**config.mk**
```make
export PLATFORM = sky130hd
export DESIGN_NAME = fifo_wr_arbiter
export DESIGN_NICKNAME = d
export VERILOG_FILES = /design/src/rtl/fifo_wr_arbiter.sv
export SDC_FILE = /design/constraint.sdc
export NUM_CORES = 1
export LEC_CHECK = 0
export ABC_CLOCK_PERIOD_IN_PS = 3300
export CORE_MARGIN = 2
export CORE_UTILIZATION = 37
export DETAILED_ROUTE_END_ITERATION = 16
export PLACE_DENSITY = 0.89
export SETUP_SLACK_MARGIN = 0.5
export SYNTH_ARGS = -nofsm -noshare
export SYNTH_HDL_FRONTEND = slang
export SYNTH_SLANG_ARGS = --single-unit
```
**constraint.sdc**
```tcl
create_clock -name clk -period 3.3 [get_ports clk]
set_input_delay 0.825 -clock clk [delete_from_list [all_inputs] [get_ports clk]]
set_output_delay 0.825 -clock clk [all_outputs]
set_load 0.005 [all_outputs]
```
**src/rtl/fifo_wr_arbiter.sv**
```systemverilog
// Round-robin write arbiter: shares one FIFO write port among N_REQ valid/ready producers,
// granting one producer at a time for a burst of at most MAX_BURST beats.
module fifo_wr_arbiter #(
  parameter int N_REQ     = 4,
  parameter int DW        = 8,
  parameter int MAX_BURST = 4
) (
  input  logic                       clk,
  input  logic                       rst,
  input  logic [N_REQ-1:0]           req_valid,
  input  logic [N_REQ*DW-1:0]        req_data,
  input  logic [N_REQ-1:0]           req_last,
  output logic [N_REQ-1:0]           req_ready,
  input  logic                       fifo_full,
  output logic                       fifo_wr_en,
  output logic [DW-1:0]              fifo_wr_data,
  output logic                       grant_vld,
  output logic [$clog2(N_REQ)-1:0]   grant_id
);

  localparam int IW = $clog2(N_REQ);
  localparam int CW = $clog2(MAX_BURST + 1);

  typedef enum logic {IDLE, BURST} state_t;

  state_t          state_q, state_d;
  logic [IW-1:0]   owner_q, owner_d;
  logic [IW-1:0]   rr_ptr_q, rr_ptr_d;
  logic [CW-1:0]   beat_cnt_q, beat_cnt_d;

  logic [IW-1:0]   winner;
  logic            any_req;
  logic [IW-1:0]   owner_inc;
  logic            own_valid;
  logic            own_last;
  logic [DW-1:0]   own_data;
  logic            in_burst;
  logic            beat;
  logic            cap_hit;

  // Scan from the far end so the candidate closest to rr_ptr is written last and wins.
  always_comb begin
    int idx;
    winner  = '0;
    any_req = 1'b0;
    idx     = 0;
    for (int k = N_REQ - 1; k >= 0; k--) begin
      idx = int'(rr_ptr_q) + k;
      if (idx >= N_REQ) idx = idx - N_REQ;
      if (req_valid[idx]) begin
        winner  = IW'(idx);
        any_req = 1'b1;
      end
    end
  end

  always_comb begin
    own_valid = req_valid[owner_q];
    own_last  = req_last[owner_q];
    own_data  = req_data[int'(owner_q)*DW +: DW];
    owner_inc = (owner_q == IW'(N_REQ - 1)) ? '0 : owner_q + 1'b1;
  end

  // Reset low suppresses any transfer in the same cycle.
  assign in_burst = (state_q == BURST) && rst;
  assign beat     = in_burst && own_valid && !fifo_full;
  assign cap_hit  = (beat_cnt_q + 1'b1) == CW'(MAX_BURST);

  always_comb begin
    req_ready = '0;
    if (in_burst && !fifo_full) req_ready[owner_q] = 1'b1;
    fifo_wr_en   = beat;
    fifo_wr_data = beat ? own_data : '0;
    grant_vld    = (state_q == BURST);
    grant_id     = owner_q;
  end

  always_comb begin
    state_d    = state_q;
    owner_d    = owner_q;
    rr_ptr_d   = rr_ptr_q;
    beat_cnt_d = beat_cnt_q;
    case (state_q)
      IDLE: begin
        if (any_req) begin
          state_d    = BURST;
          owner_d    = winner;
          beat_cnt_d = '0;
        end
      end
      BURST: begin
        if (beat) begin
          beat_cnt_d = beat_cnt_q + 1'b1;
          if (own_last || cap_hit) begin
            state_d  = IDLE;
            rr_ptr_d = owner_inc;
          end
        end else if (!own_valid && !fifo_full) begin
          state_d  = IDLE;
          rr_ptr_d = owner_inc;
        end
      end
      default: state_d = IDLE;
    endcase
  end

  always_ff @(posedge clk) begin
    if (!rst) begin
      state_q    <= IDLE;
      owner_q    <= '0;
      rr_ptr_q   <= '0;
      beat_cnt_q <= '0;
    end else begin
      state_q    <= state_d;
      owner_q    <= owner_d;
      rr_ptr_q   <= rr_ptr_d;
      beat_cnt_q <= beat_cnt_d;
    end
  end

endmodule

```
Word-level counts from Yosys, hierarchy flattened:

Cells that the tools add are included.

* input port bits: 43
* output and inout port bits: 16
* word-level logic and storage cells: 87
* bits in registers: 8

* mux-type cells: 44
* $lt $le $gt $ge: 10
* $add $sub $neg: 9
* bitwise gates (word level): 1
* shift-type cells: 1
* eq/ne operators: 5
* reduce and logical (&&, ||, !) cells: 13

Operators with widths (count)
* < comparator 32 x 4 -> 1 bit (second input constant): 4
* two-way mux 32 bit: 4
* indexed part select 32 x 6 -> 8 bit: 1
* two-way mux 1 bit: 19
* two-way mux 2 bit: 8
* binary-select mux 1 bit (select 2 bit): 6
* subtractor 3 x 3 -> 4 bit (second input constant): 3
* greater-or-equal comparator 3 bit (second input constant): 3
* two-way mux 8 bit: 1
* adder 2 x 2 -> 3 bit (second input constant): 2
* logical AND 1 bit: 6
* two-way mux 3 bit: 2
* one-hot mux 3 bit (2 select lines): 1
* two-way mux 4 bit: 1
* != test 2 x 1 -> 1 bit (second input constant): 2
* AND reduction 2 bit: 2
* subtractor 2 x 3 -> 4 bit (second input constant): 1
* adder 2 x 1 -> 3 bit (second input constant): 1
* adder 3 x 1 -> 3 bit (second input constant): 1
* equality test 3 bit (second input constant): 1
* greater-or-equal comparator 2 x 3 -> 1 bit (second input constant): 1
* < comparator 2 x 3 -> 1 bit (second input constant): 1
* AND reduction 3 bit: 1
* adder 2 x 1 -> 2 bit (second input constant): 1
* other kinds (9): 10

Longest topological paths before layout:

* depth in word-level cells: 12
* gate-level depth with buffers: 5
* mapped depth without buffers: 5

Worst setup path before layout:

OpenSTA, ideal clock, no wires.

* kind: input -> output
* from: in req_valid[3]
* to: out fifo_wr_data[0]
* setup slack: 0.809 ns
* path buffers: 0
* required time: 2.475 ns
* stages on the path: 4
* arrival time: 1.666 ns
* cells stage by stage: mux4_2 -> nand3_2 -> inv_2 -> and2_1

* longest elaborated chain between the ends: 5

Ends and longest elaborated chain
* start: declaration: line 10 `input logic [N_REQ-1:0] req_valid,`
* binary-select mux 1 bit (select 2 bit): line 58 `own_valid = req_valid[owner_q];`
* two-way mux 1 bit (not written as such): line 58
* logical AND 1 bit (2 in series): line 66 `assign beat = in_burst && own_valid && !fifo_full;`
* via fifo_wr_en: line 15 `output logic fifo_wr_en,`
* two-way mux 8 bit: line 73 `fifo_wr_data = beat ? own_data : '0;`
* end: declaration: line 16 `output logic [DW-1:0] fifo_wr_data,`

The timed path passes the listed nets, and every way through them passes these cells. The select of a mux whose other input is x is not followed.

Worst setup path in the final report:

* from: in req_data[31]
* to: out fifo_wr_data[7]

* longest elaborated chain between the ends: 2

Ends and longest elaborated chain
* start: declaration: line 11 `input logic [N_REQ*DW-1:0] req_data,`
* indexed part select 32 x 6 -> 8 bit: line 60 `own_data = req_data[int'(owner_q)*DW +: DW];`
* two-way mux 8 bit: line 73

No other way between the ends.

==> impl_metrics.tcl <==
set metrics [dict create \
    hold_class "flip-flop to flip-flop" \
    dieWidth_um 51.07 \
    drcViolationCount 0 \
    antenna_found_initial 0 \
    grt_max_degree 11 \
    drtIter0Drc 42 \
    p_leak_uw 0.0007455 \
    internal_power_uw 251.7 \
    power_frac_seq 0.313 \
    finalHoldViolCount 0 \
    core_sq_um 2148 \
    timing.rr.start "grant_id[0]" \
    worstSetupPathDepth 4 \
    crit_fanout 1 \
    syn2layout_area_growth_pct 91.91 \
    critPathCaptureType "primary output" \
    postCtsHoldBufs 0 \
    cts.path.max_buffers 2 \
    multi_input_area_sq_um 636.9 \
    p_per_area_nw_per_um2 223.6 \
    rows 17 \
    maxSlewHeadroom 0.7798 \
    htree_num_levels 1 \
    dieArea_sq_um 2608 \
    grt_first_pass_wirelength_um 4243 \
    synth_area_per_cell_sq_um 9.756 \
    rsz0062_at_grt "no" \
    power_frac_clock 0.218 \
    vias_per_cell 5.328 \
    layout_commonest_cell "clkdlybuf4s50_1" \
    setup_viol 0 \
    crit_end "fifo_wr_data[7]" \
    crit_buf_inv 2 \
    dpl_cell_area_sq_um 1490 \
    mostFrequentLayoutCells "clkdlybuf4s50_1 (33), buf_4 (16), mux4_2 (10), clkbuf_2 (10), dfxtp_1 (8)" \
    max_freq_ghz 0.3605 \
    status "completed" \
    via_count 1007 \
    fin_crit_sh 0.8406 \
    slowest_stage "mux4_2" \
    portBuffers 58 \
    cts_sinks 8 \
    start_util 0.3815 \
    seqCellArea_sq_um 160.2 \
    post-route-min-period_ps 2774 \
    fin_hold_ws_ps 489.1 \
    utilization 0.7321 \
    synth-seq-area-share 0.1954 \
    worst_slew_pin_slew_ps 329.8 \
    grtUsageTotal 0.2255 \
    netSwitchingPower_uw 99.95 \
    drv_cap 0 \
    place.gp.congestion 0.8294 \
    path_clk_slew_ps 50 \
    grt-ovfl-total 0 \
    cp-start-kind "primary input" \
    dr.pass1.iters 4 \
    syn_area_sq_um 819.5 \
    synth_cell_types 34 \
    ys_ff_latch 8 \
    synthCells 84 \
    worst_path_dominant_cell_family "buffers and inverters" \
    critPathMaxStageDelay_ps 470 \
    rr_endpoint "grant_vld" \
    ir_drop_mv 0.2929 \
    dieHeight_um 51.07 \
    cts_buffers 3 \
    antenna_cells 0 \
    design_area_sq_um 1573 \
    wl_per_cell_um 15.60 \
    syn_nets 133 \
    rrSetupSlack_ps 1310 \
    place_hpwl_um 2137 \
    clk_latency_ps 260 \
    nFillCells 161 \
    crit_chain "clkdlybuf4s50_1 > mux4_2 > and2_4 > clkbuf_2" \
    crit_type "primary input to primary output" \
    pwr-share-comb 0.470 \
    drt-total-wl_um 2949 \
    slew_viol_final 0 \
    cts_tree "done" \
    drive_gt1_frac 0.3292 \
    sw_frac_of_total 0.2842 \
    finalClockSkew_ps 0.9104 \
    final_nets 212 \
    io_pins 59 \
    required_ps 2470 \
    ant_nets 0 \
    yosys_warnings 0 \
    grt_pass1_vias 912 \
    ff2ff_path_depth 7 \
    clock-root-buffer "clkbuf_4" \
    cp.arrival_ps 1950 \
    crit_start "req_data[31]" \
]
-- synthesized netlist by cell type --
cell | n | area [sq um]
xor2_1 | 1 | 8.760
and2_1 | 8 | 50.05
buf_1 | 1 | 3.750
a21o_1 | 1 | 7.510
o2111ai_1 | 1 | 8.760
a31oi_1 | 1 | 6.260
dfxtp_1 | 8 | 160.2
ha_1 | 6 | 75.07
o221ai_1 | 2 | 17.52
inv_1 | 6 | 22.52
nor2_1 | 4 | 15.01
and3_1 | 4 | 25.02
o31ai_1 | 1 | 7.510
clkbuf_1 | 1 | 3.750
a211o_1 | 2 | 17.52
or2_2 | 1 | 6.260
nand2_1 | 5 | 18.77
and2_4 | 1 | 8.760
buf_2 | 1 | 5.000
a21boi_1 | 3 | 22.52
o22ai_1 | 2 | 12.51
a21boi_0 | 1 | 7.510
nand3_2 | 1 | 10.01
nor2b_1 | 2 | 12.51
o21ai_1 | 1 | 5.000
mux4_1 | 1 | 26.28
mux4_2 | 9 | 202.7
a21oi_1 | 1 | 5.000
nand3_1 | 3 | 15.01
o21a_1 | 1 | 7.510
o31a_1 | 1 | 8.760
inv_2 | 1 | 3.750
nand4_1 | 1 | 6.260
nor4_1 | 1 | 6.260
-- stage by stage --
step	std cells	power, uW	setup WS (ps)	setup TNS, ps
floorplan	84	175.6	809.0	0
global placement	176	258.9	-58.66	-413.8
detailed placement	176	264.6	-109.5	-794.3
CTS	185	344.9	329.6	0
global route	189	373.2	498.6	0
finish	189	351.6	526.0	0
-- layout make-up --
cell class	count	share of cell area
clock buffer	3	0.01432
inverter	7	0.01989
multi-input combinational	66	0.4049
sequential	8	0.1018
tap	28	0.02228
timing repair buffer	76	0.4328
timing repair inverter	1	0.003978
-- state kept, by name, summed over array words and instances, names as in the netlist --
name / cells
grant_id: 2
grant_vld: 1
beat_cnt_q: 3
rr_ptr_q: 2
-- power groups by stage --
stage	logic (uW)	clock network [uW]	registers (uW)
3_3_place_gp	148	0	111
6_report	165	76.5	110
3_5_place_dp	153	0	112
5_1_grt	178	85.0	110
2_1_floorplan	64.3	0	111
4_1_cts	157	77.9	110
-- worst reg2reg max path: stages (launching register included) --
cell and delay (ps):
dfxtp_1 320, buf_4 180, mux4_2 560, buf_4 150, buf_4 120, buf_4 130, and2_4 140, o31a_1 270
-- worst min path at each step --
| stage | from | to | slack (ps) | cells past startpoint |
|---|---|---|---|---|
| global placement | beat_cnt_q[0] | beat_cnt_q[0] | 470 | 1 |
| global route | beat_cnt_q[2] | beat_cnt_q[2] | 520 | 1 |
| CTS | beat_cnt_q[2] | beat_cnt_q[2] | 490 | 1 |
| floorplan | beat_cnt_q[0] | beat_cnt_q[0] | 460 | 1 |
| finish | beat_cnt_q[2] | beat_cnt_q[2] | 490 | 1 |
| detailed placement | beat_cnt_q[2] | beat_cnt_q[2] | 490 | 1 |
-- logic make-up (layout without fill, tap and decap cells) --
kind of cell	count (synthesis)	in the layout	synth area share
and+or+nand+nor	31	31	0.2122
AOI/OAI and AO/OA	18	18	0.1634
muxes	10	10	0.2794
buffers and inverters	10	87	0.04731
DFF	8	8	0.1954
adders and majority gates	6	6	0.09160
xor gates and xnor gates	1	1	0.01069
-- what timing repair did --
action / in CTS / in global routing
gates cloned: 0 / 1
resized for setup: 28 / 40
pin swaps: 1 / 6
buffers inserted: 6 / 3
endpoints found under the setup margin: 13 / 10
-- layer usage --
layer  wire (um)  global-route usage  vias to the layer above
li1            -                   -                      476
met1        1141              0.2088                      468
met2        1489              0.4459                       57
met3         275             0.06725                        6
met4          43             0.09459                        0
met5           0                   0                        -
(Power assumes the default switching activity.)
==> RTL edit 1, RTL diff (same flow settings) <==
The parameter `DW` goes from 8 to 7.
--- a/src/rtl/fifo_wr_arbiter.sv
+++ b/src/rtl/fifo_wr_arbiter.sv
@@ -3,5 +3,5 @@
 module fifo_wr_arbiter #(
   parameter int N_REQ     = 4,
-  parameter int DW        = 8,
+  parameter int DW        = 7,
   parameter int MAX_BURST = 4
 ) (
Ports: changed (resized fifo_wr_data and req_data); port bits go from 59 to 54. The function was not compared with the original's and may differ.
==> RTL edit 1 against the original RTL <==
Routed wire length is 7.2% higher. Worst hold slack better by 0.0049 ns. Synthesized area decreased by 2.1%. Final area is 3.3% lower. Synthesized cell count down 1.2%. Combinational power fell by 4%. Die area fell by 2.0%. Power down 3.5%. Global-route usage increased by 2.9 points. Sequential share of layout area grew 0.34 points. Sequential cell count did not move. Setup slack lost 0.055 ns. Critical endpoint is now fifo_wr_data[2]. Largest cell class unchanged. Largest power group unchanged.
==> RTL edit 1: results (changes against the original RTL) <==
DRT Pass-1 Iters=4 (unchanged); largest net degree at the start of global routing=15 (+4); Max VDD drop=0.213 mV (-27%); Routability Congestion=0.804 (-3.1%); Non-clock buffers=69 (-9.2%); Data buffer area share=42.2% (-1.1 points); sink of the worst hold path=beat_cnt_q[0]; post-synthesis sequential area ratio=20.0% (+0.43 points); Synth async-reset ratio=0% (unchanged); nets@finish=200 (-5.7%); post-synth cell types=31 (-8.8%); setup slack, reg-to-reg=1.54 ns (+0.23 ns); total inserted antenna cells=0 (unchanged); Worst Path Arrival=2.00 ns (+0.05 ns); grt met3 use=6.85% (+0.12 points); Routed met2 length=1730 um (+16%); sequential cell count=8 (unchanged); CP max stage delay=0.51 ns (+0.04 ns); leakage power=0.741 nW (-0.55%); WL met3=266 um (-3.3%); Multi-input gate area=631 um2 (-0.98%); Inst Count DP=170 (-3.4%); Final Skew=0.00319 ns (+0.00228 ns); Iter 0 DRT Violations=23 (-45%); ranking of synthesized cells by area=mux4_2, dfxtp_1, ha_1; Total Routed Length=3160 um (+7.2%); IO buf count=53 (-8.6%); worst hold path cell count=1 (unchanged); Post-synth top cells=mux4_2, dfxtp_1, and2_1; share of cells above drive strength 1=33.3% (+0.41 points); Post-Synthesis Cells=83 (-1.2%); met2 GRT Util=49.6% (+5.0 points); Top delay family on crit path=multiplexers; Syn. warnings=0 (unchanged); Fillers=132 (-18%); FF-to-FF End=rr_ptr_q[1]; placed wire-length estimate=2310 um (+8.1%); sequential cell area share=10.5% (+0.34 points); Hold Slack=0.494 ns (+0.00488 ns); Total Routing Usage GR=25.4% (+2.9 points); HP Start=beat_cnt_q[0]; global-route wire length before repair=4810 um (+13%); Critical Path Source=req_valid[3]; crit-path max FO=4 (+3); vias in the first global route=1009 (+11%); clock network area share=1.48% (+0.048 points); Vias per Instance=5.43 (+1.9%); Synthesized Nets=128 (-3.8%); status=complete, no violations; Metal-1 WL=1070 um (-6.0%); met1 usage=24.8% (+3.9 points); CP Capture Point=fifo_wr_data[2]; Inverters=7 (-1); Worst Reg-to-Reg Cells=5 (-2); worst rel slew slack=80.0% (+2.1 points)
[RTL edit 1: per-stage QoR]
step	worst slack [ns]	instance area (um2)
2_1_floorplan	0.814	802
3_3_place_gp	-0.0284	1430
3_5_place_dp	-0.0800	1430
4_1_cts	0.491	1450
5_1_grt	0.445	1520
6_report	0.471	1520
[RTL edit 1: power by group]
part | leakage [nW] | internal [W] | switching (W)
Clock | 0.0138 | 0.0000415 | 0.0000316
Sequential | 0.0652 | 0.000102 | 0.00000563
Combinational | 0.662 | 0.0000985 | 0.0000597
[RTL edit 1: logic make-up after synthesis]
family,Yosys count,share of synthesized area (%)
flops,8,20.0
xor+xnor,1,1.09
compound gates,18,17.3
simple gates,32,22.5
mux,9,25.3
fa+ha+maj,6,9.36
buf+inv,9,4.52
[RTL edit 1: timing repair]
action	4_1_cts	5_1_grt
endpoints found under the setup margin	12	6
buffers inserted	4	2
pin swaps	7	4
gates cloned	1	0
gates resized for setup	67	15
==> RTL edit 2, RTL diff (same flow settings) <==
Made on the original files. Make the reset (`rst`) asynchronous in one clocked block.
--- a/src/rtl/fifo_wr_arbiter.sv
+++ b/src/rtl/fifo_wr_arbiter.sv
@@ -105,5 +105,5 @@
   end
 
-  always_ff @(posedge clk) begin
+  always_ff @(posedge clk or negedge rst) begin
     if (!rst) begin
       state_q    <= IDLE;
Check against the original RTL: differs if rst is asserted again (counterexample within 4 cycles, from zero or initial values and one cycle with rst low); with rst held inactive, the same outputs for 10 cycles.
==> RTL edit 2 against the original RTL <==
Sequential cell count unchanged. Routed wire length decreased by 7.0%. Final area down 0.80%. Largest cell class unchanged. Critical endpoint is now fifo_wr_data[0]. First-iteration DRC count fell by 74%. Register-to-register slack gained 0.04 ns. Worst hold slack gained 0.043 ns. Global-route usage fell by 0.14 points. Setup slack gained 0.0016 ns. Synthesized area up 0.46%. Synthesized cell count down 9.5%. Core utilization shrank 0.58 points.
Power is not compared: it rests on default switching activity, and its combinational part moved more than twofold at a synthesized area within 25%.
==> RTL edit 2: results (changes against the original RTL) <==
pre-CTS setup slack=-0.0455 ns (+0.0639 ns); met2 GRT Util=45.2% (+0.65 points); Total Routing Usage GR=22.4% (-0.14 points); Hold Slack=0.532 ns (+0.0432 ns); met1 usage=24.4% (+3.5 points); grt met3 use=3.22% (-3.5 points); Final Skew=0.000803 ns (-0.000108 ns); worst r2r src=grant_id[0]; Placed Area=0.00151 mm2 (+1.4%); sink of the worst hold path=beat_cnt_q[0]; register area=200 um2 (+25%); Inverters=5 (-3); Routability Congestion=0.744 (-10%); status=complete, no violations; Fillers=160 (-0.62%); share of cells above drive strength 1=30.7% (-2.3 points); WL met3=199 um (-28%); post-synth cell types=27 (-21%); multi-input combinational area share=38.7% (-1.8 points); Iter 0 DRT Violations=11 (-74%); ranking of synthesized cells by area=mux4_2, dfrtp_1, ha_1; Worst-Margin Slew=0.466 ns (+0.137 ns); placed wire-length estimate=2170 um (+1.5%); Routed met2 length=1490 um (about the same); FF-to-FF End=rr_ptr_q[0]; HP Start=beat_cnt_q[0]; Synthesized Nets=125 (-6.0%); vias in the first global route=931 (+2.1%); global-route wire length before repair=4330 um (+2.0%); clock network area share=1.44% (+0.011 points); WL/cell=15.4 um (-1.3%); Synth async-reset ratio=100% (+100 points); Total Power=roughly 0.0008 W; Non-clock buffers=74 (-2.6%); nets@finish=201 (-5.2%); Metal-1 WL=1030 um (-9.4%); largest net degree at the start of global routing=16 (+5); multi-input gates=60 (-9.1%); main flop type after synthesis=dfrtp_1
==> RTL edit 2: cell count changes after synthesis, sizes merged, moves of 2 or more <==
cell,change
a211o,-2
a21boi,-3
and2,-9
dfrtp,+8
dfxtp,-8
inv,-2
mux2,+2
mux2i,+2
nand2,-3
nand2b,+2
nor2,-2
nor2b,+8
o21ai,+4
o22ai,-2
==> RTL edit 2: stage by stage <==
step,instances,utilization (%)
final,178,72.6
after global routing,178,72.6
after CTS,178,73.2
after detailed placement,169,70.4
after global placement,169,70.4
after floorplan,76,-
==> RTL edit 2: how the worst max path moves through the flow <==
stage / from / to / slack (ns) / depth (start not counted)
6_report: req_data[16] / fifo_wr_data[0] / 0.53 / 4
3_5_place_dp: req_valid[2] / fifo_wr_data[0] / -0.05 / 6
2_1_floorplan: req_valid[3] / fifo_wr_data[0] / 0.71 / 4
3_3_place_gp: req_valid[3] / fifo_wr_data[1] / -0.005 / 6
4_1_cts: req_valid[3] / fifo_wr_data[0] / 0.42 / 7
5_1_grt: req_data[24] / fifo_wr_data[0] / 0.50 / 4
==> RTL edit 2: cell families (layout without fill, tap and decap cells) <==
group | Yosys count | count (layout) | synth area share (%)
AOI/OAI and AO/OA | 12 | 12 | 10.0
muxes | 14 | 14 | 32.5
DFF | 8 | 8 | 24.3
and+or+nand+nor | 27 | 27 | 18.8
adders and majority gates | 6 | 6 | 9.12
buffers and inverters | 8 | 82 | 4.10
xor gates and xnor gates | 1 | 1 | 1.06
==> RTL edit 2: timing repair <==
action | CTS | global route
resized for setup | 55 | 9
pin swaps | 1 | 0
setup buffers | 6 | 0
endpoints found under the setup margin | 13 | 9
hold buffers | 0 | 0
==> RTL edit 2: critical path: cells and delay by family <==
family / cells / cell delay [ns]
mux: 1 / 0.46
simple gates: 1 / 0.15
buf+inv: 2 / 0.52
